$ cat src/rtl/freq_bcd_formatter.sv
// Sequential double-dabble converter: BIN_WIDTH-bit binary to DIGITS BCD digits, one shift per clock,
// with a registered ASCII character port (leading-zero blanked) for the text overlay.
module freq_bcd_formatter #(
    parameter int BIN_WIDTH = 40,
    parameter int DIGITS    = 13
) (
    input  logic                  CLK,
    input  logic                  RESET,
    input  logic                  START,
    input  logic [BIN_WIDTH-1:0]  BIN_IN,
    input  logic [3:0]            DIGIT_SEL,
    output logic                  BUSY,
    output logic                  DONE,
    output logic [4*DIGITS-1:0]   DIGITS_OUT,
    output logic [DIGITS-1:0]     LEAD_MASK,
    output logic [7:0]            CHAR_OUT
);

    localparam int CNT_W = $clog2(BIN_WIDTH + 1);
    localparam logic [DIGITS-1:0] MASK_RST = {{(DIGITS-1){1'b1}}, 1'b0};

    typedef enum logic [1:0] {IDLE, SHIFT, COMMIT} state_t;

    state_t                state;
    logic [BIN_WIDTH-1:0]  shift_reg;
    logic [4*DIGITS-1:0]   scratch;
    logic [4*DIGITS-1:0]   scratch_adj;
    logic [CNT_W-1:0]      cnt;
    logic [4*DIGITS-1:0]   char_digits;
    logic [DIGITS-1:0]     char_mask;

    function automatic logic [4*DIGITS-1:0] add3_all(input logic [4*DIGITS-1:0] s);
        logic [4*DIGITS-1:0] r;
        logic [3:0]          n;
        r = s;
        for (int i = 0; i < DIGITS; i++) begin
            n = s[4*i +: 4];
            if (n >= 4'd5)
                r[4*i +: 4] = n + 4'd3;
        end
        return r;
    endfunction

    // Bit 0 is never blanked so a zero value still shows a single "0".
    function automatic logic [DIGITS-1:0] lead_mask_of(input logic [4*DIGITS-1:0] d);
        logic [DIGITS-1:0] m;
        logic              z;
        m = '0;
        z = 1'b1;
        for (int i = DIGITS - 1; i >= 1; i--) begin
            z    = z & (d[4*i +: 4] == 4'd0);
            m[i] = z;
        end
        return m;
    endfunction

    function automatic logic [7:0] char_of(input logic [4*DIGITS-1:0] d,
                                           input logic [DIGITS-1:0]   m,
                                           input logic [3:0]          sel);
        logic [7:0] c;
        c = 8'h20;
        for (int i = 0; i < DIGITS; i++) begin
            if (int'(sel) == i && !m[i])
                c = {4'h3, d[4*i +: 4]};
        end
        return c;
    endfunction

    // During COMMIT the character path looks at the value being committed, so a read
    // coinciding with the commit already returns the new digit.
    always_comb begin
        scratch_adj = add3_all(scratch);
        char_digits = DIGITS_OUT;
        char_mask   = LEAD_MASK;
        if (state == COMMIT) begin
            char_digits = scratch;
            char_mask   = lead_mask_of(scratch);
        end
    end

    always_ff @(posedge CLK) begin
        if (RESET) begin
            state      <= IDLE;
            BUSY       <= 1'b0;
            DONE       <= 1'b0;
            DIGITS_OUT <= '0;
            LEAD_MASK  <= MASK_RST;
            CHAR_OUT   <= 8'h20;
            shift_reg  <= '0;
            scratch    <= '0;
            cnt        <= '0;
        end else begin
            DONE     <= 1'b0;
            CHAR_OUT <= char_of(char_digits, char_mask, DIGIT_SEL);
            case (state)
                IDLE: begin
                    if (START) begin
                        shift_reg <= BIN_IN;
                        scratch   <= '0;
                        cnt       <= CNT_W'(BIN_WIDTH);
                        BUSY      <= 1'b1;
                        state     <= SHIFT;
                    end
                end
                SHIFT: begin
                    {scratch, shift_reg} <= {scratch_adj, shift_reg} << 1;
                    cnt <= cnt - CNT_W'(1);
                    if (cnt == CNT_W'(1))
                        state <= COMMIT;
                end
                COMMIT: begin
                    DIGITS_OUT <= scratch;
                    LEAD_MASK  <= char_mask;
                    DONE       <= 1'b1;
                    BUSY       <= 1'b0;
                    state      <= IDLE;
                end
                default: state <= IDLE;
            endcase
        end
    end

endmodule
$ cat config.mk
export PLATFORM = sky130hd
export DESIGN_NAME = freq_bcd_formatter
export DESIGN_NICKNAME = d
export VERILOG_FILES = /design/src/rtl/freq_bcd_formatter.sv
export SDC_FILE = /design/constraint.sdc
export NUM_CORES = 1
export LEC_CHECK = 0
export CAP_MARGIN = 20
export CORE_ASPECT_RATIO = 0.7
export CORE_MARGIN = 4
export CORE_UTILIZATION = 49
export DETAILED_ROUTE_END_ITERATION = 10
export GPL_ROUTABILITY_DRIVEN = 0
export PLACE_DENSITY = 0.83
export RECOVER_POWER = 50
export SKIP_LAST_GASP = 1
export SYNTH_ARGS = -nofsm -noshare
export SYNTH_HDL_FRONTEND = slang
export SYNTH_SLANG_ARGS = --single-unit
export TNS_END_PERCENT = 1
$ cat constraint.sdc
create_clock -name CLK -period 2.6 [get_ports CLK]
set_clock_uncertainty 0.05 [all_clocks]
set_input_delay 0.52 -clock CLK [delete_from_list [all_inputs] [get_ports CLK]]
set_output_delay 0.52 -clock CLK [all_outputs]
set_load 0.02 [all_outputs]
==> metrics.yaml <==
global_route:
  grt_use_total: 0.2621
  antenna_found_initial: 0
  grt_max_degree: 50
  grt_pass1_wl_um: 40300
  grt_pass1_vias: 7937
  grt_overflow_total: 0
timing:
  setup_tns_ns: -0.1094
  final-hold-violation-count: 0
  setup_ws_ns: -0.04994
  grt_setup_unrepaired: "true"
  maxClockFrequency_mhz: 377.4
  slew_headroom: 0.4958
  setup_viol: 3
  post-route-min-period_ns: 2.650
  finalMaxSlewViolations: 0
  tightest_slew_ns: 0.7372
  finalCritPeriodShare: 1.019
  hold-worst-slack_ns: 0.3881
clocking:
  ctsLongestPathBuffers: 2
  cts_tree: "yes"
  clock-sinks: 172
  numCtsBuffers: 17
  path_clk_slew_ns: 0.07
  h-tree-depth: 4
  hold_buffers: 0
  cts_root_buf: "clkbuf_16"
  clkLatencyLatePin_ns: 0.43
critical_path:
  r2r_start: "scratch[36]"
  start_kind: "flop"
  critPathRequiredTime_ns: 2.91
  end_kind: "flop"
  path_max_fanout: 7
  worstPathArrival_ns: 2.96
  path_class: "flop to flop"
  r2r_cells: 9
  r2r_end: "CHAR_OUT[1]"
  r2r_slack_ns: -0.05
floorplanning:
  fp.dieW_um: 164.0
  core_area_um2: 16490
  die-area_um2: 19220
  initial_core_util: 0.5061
  io_pins: 122
  die_y_um: 117.2
  core.rowCount: 39
routing:
  dr.pass1.iters: 5
  num_vias: 8285
  drc_errors: 0
  drt-initial-drc-count: 1088
  wirelength_um: 25170
  final_antenna_net_count: 0
  via_per_inst: 5.876
  wl_per_cell_um: 17.85
logic_synthesis:
  ys_seq_area_frac: 0.4125
  ys.warnings.count: 0
  avgSynthCellArea_um2: 8.184
  synth_most_common_cell: "dfxtp_1"
  synthTopCellsByCount: "dfxtp_1 (172), a21oi_1 (109), nand2_1 (109)"
  ys_types: 66
  async_flop_share: 0
  synth.top_cell.area_share: 0.4125
  synth_flop_cell: "dfxtp_1"
  synth_area_um2: 8348
  postSynthCellCount: 1020
  ys_top_cells_by_area: "dfxtp_1 (41%), a21oi_1 (6.5%), ha_1 (5.8%)"
  ys_ff_latch: 172
  yosysTopAreaCell: "dfxtp_1"
  synth_edf_count: 0
power:
  powerDensity_nw_per_um2: 534.7
  peakVddDrop_mv: 0.3717
  leakagePower_nw: 4.358
placed_design:
  io_buffers: 118
  hpwlAfterDp_um: 17910
  dpl_cell_area_um2: 10200
status:
  violations: "setup timing"
  outcome: "complete, but fails checks"
final_layout:
  syn2layout_area_growth_pct: 29.81
  utilization: 0.6570
  diodes: 0
  finalNetCount: 1261
  drive_above_1_share: 0.1165
  fin_area_um2: 10840
worst_hold_path:
  hold_depth: 2
  hold_path_class: "flop to flop"
  min_to: "shift_reg[13]"
  hold_start: "shift_reg[12]"
job:
  maxCapViolCount: 0
-- metal layers --
metal / GRT usage / share of wire / up-vias / wire length [um]
li1: - / - / 3946 / -
met1: 0.3557 / 0.45 / 3853 / 11230
met2: 0.3978 / 0.43 / 431 / 10820
met3: 0.08015 / 0.10 / 55 / 2511
met4: 0.09441 / 0.024 / 0 / 609
met5: 0 / 0 / - / 0
-- timing repair --
item / 4_1_cts / 5_1_grt
cloned: 0 / 0
setup endpoints to repair: 5 / 5
gates resized for setup: 9 / 7
buffers inserted: 0 / 1
pin swaps: 2 / 0
-- where the power goes --
| group | switching (mW) | internal, mW |
|---|---|---|
| combinational | 0.270 | 0.200 |
| sequential | 0.0494 | 2.71 |
| clock | 1.03 | 1.54 |
| total | 1.35 | 4.45 |
-- worst max-delay path, stage by stage, from the launching register on --
cell      delay, ns
dfxtp_2        0.32
inv_2          0.05
ha_1           0.13
or3b_4         0.39
or3_4          0.41
or4_4          0.48
nand2b_4       0.12
o22ai_1        0.08
or4_1          0.44
o22ai_2        0.11
-- kinds of logic after synthesis --
logic type	share of synthesized area
mux	0.03597
fa+ha+maj	0.05845
flops	0.4125
compound gates	0.2536
xor+xnor	0.01469
buf+inv	0.05905
simple gates	0.1649
other cells	0.0008996
-- area by class of cell --
cell class,instances,area (um^2)
fill,1379,5657
clock inverter,8,118.9
sequential,172,3445
timing repair buffer,198,1789
tap,225,281.5
clock buffer,21,460.4
multi-input combinational,724,4509
inverter,62,232.7
-- worst max path at each step --
stage	from	to	slack, ns	cells after the start
3_3_place_gp	DIGIT_SEL[1]	CHAR_OUT[3]	-0.15	8
4_1_cts	scratch[36]	CHAR_OUT[1]	-0.01	9
2_1_floorplan	scratch[36]	CHAR_OUT[0]	0.008	10
5_1_grt	scratch[36]	CHAR_OUT[1]	-0.12	9
6_report	scratch[36]	CHAR_OUT[1]	-0.05	9
3_5_place_dp	DIGIT_SEL[1]	CHAR_OUT[3]	-0.27	8
-- stage by stage --
step | power (mW) | std cells | worst slack (ns)
2_1_floorplan | 3.070 | 1021 | 0.007876
3_3_place_gp | 3.257 | 1380 | -0.1482
3_5_place_dp | 3.271 | 1380 | -0.2699
4_1_cts | 5.808 | 1409 | -0.01304
5_1_grt | 5.974 | 1410 | -0.1214
6_report | 5.794 | 1410 | -0.04994
-- cell usage in the layout, fill, tap and decap left out, types with 35 or more instances in the layout --
cell               n
dfxtp_1          171
clkdlybuf4s50_1  117
a21oi_1          109
nand2_1          108
o21ai_0           94
nor2_1            86
buf_4             75
inv_1             56
ha_1              39
o22ai_1           35
Power figures use the tool's default switching activity.
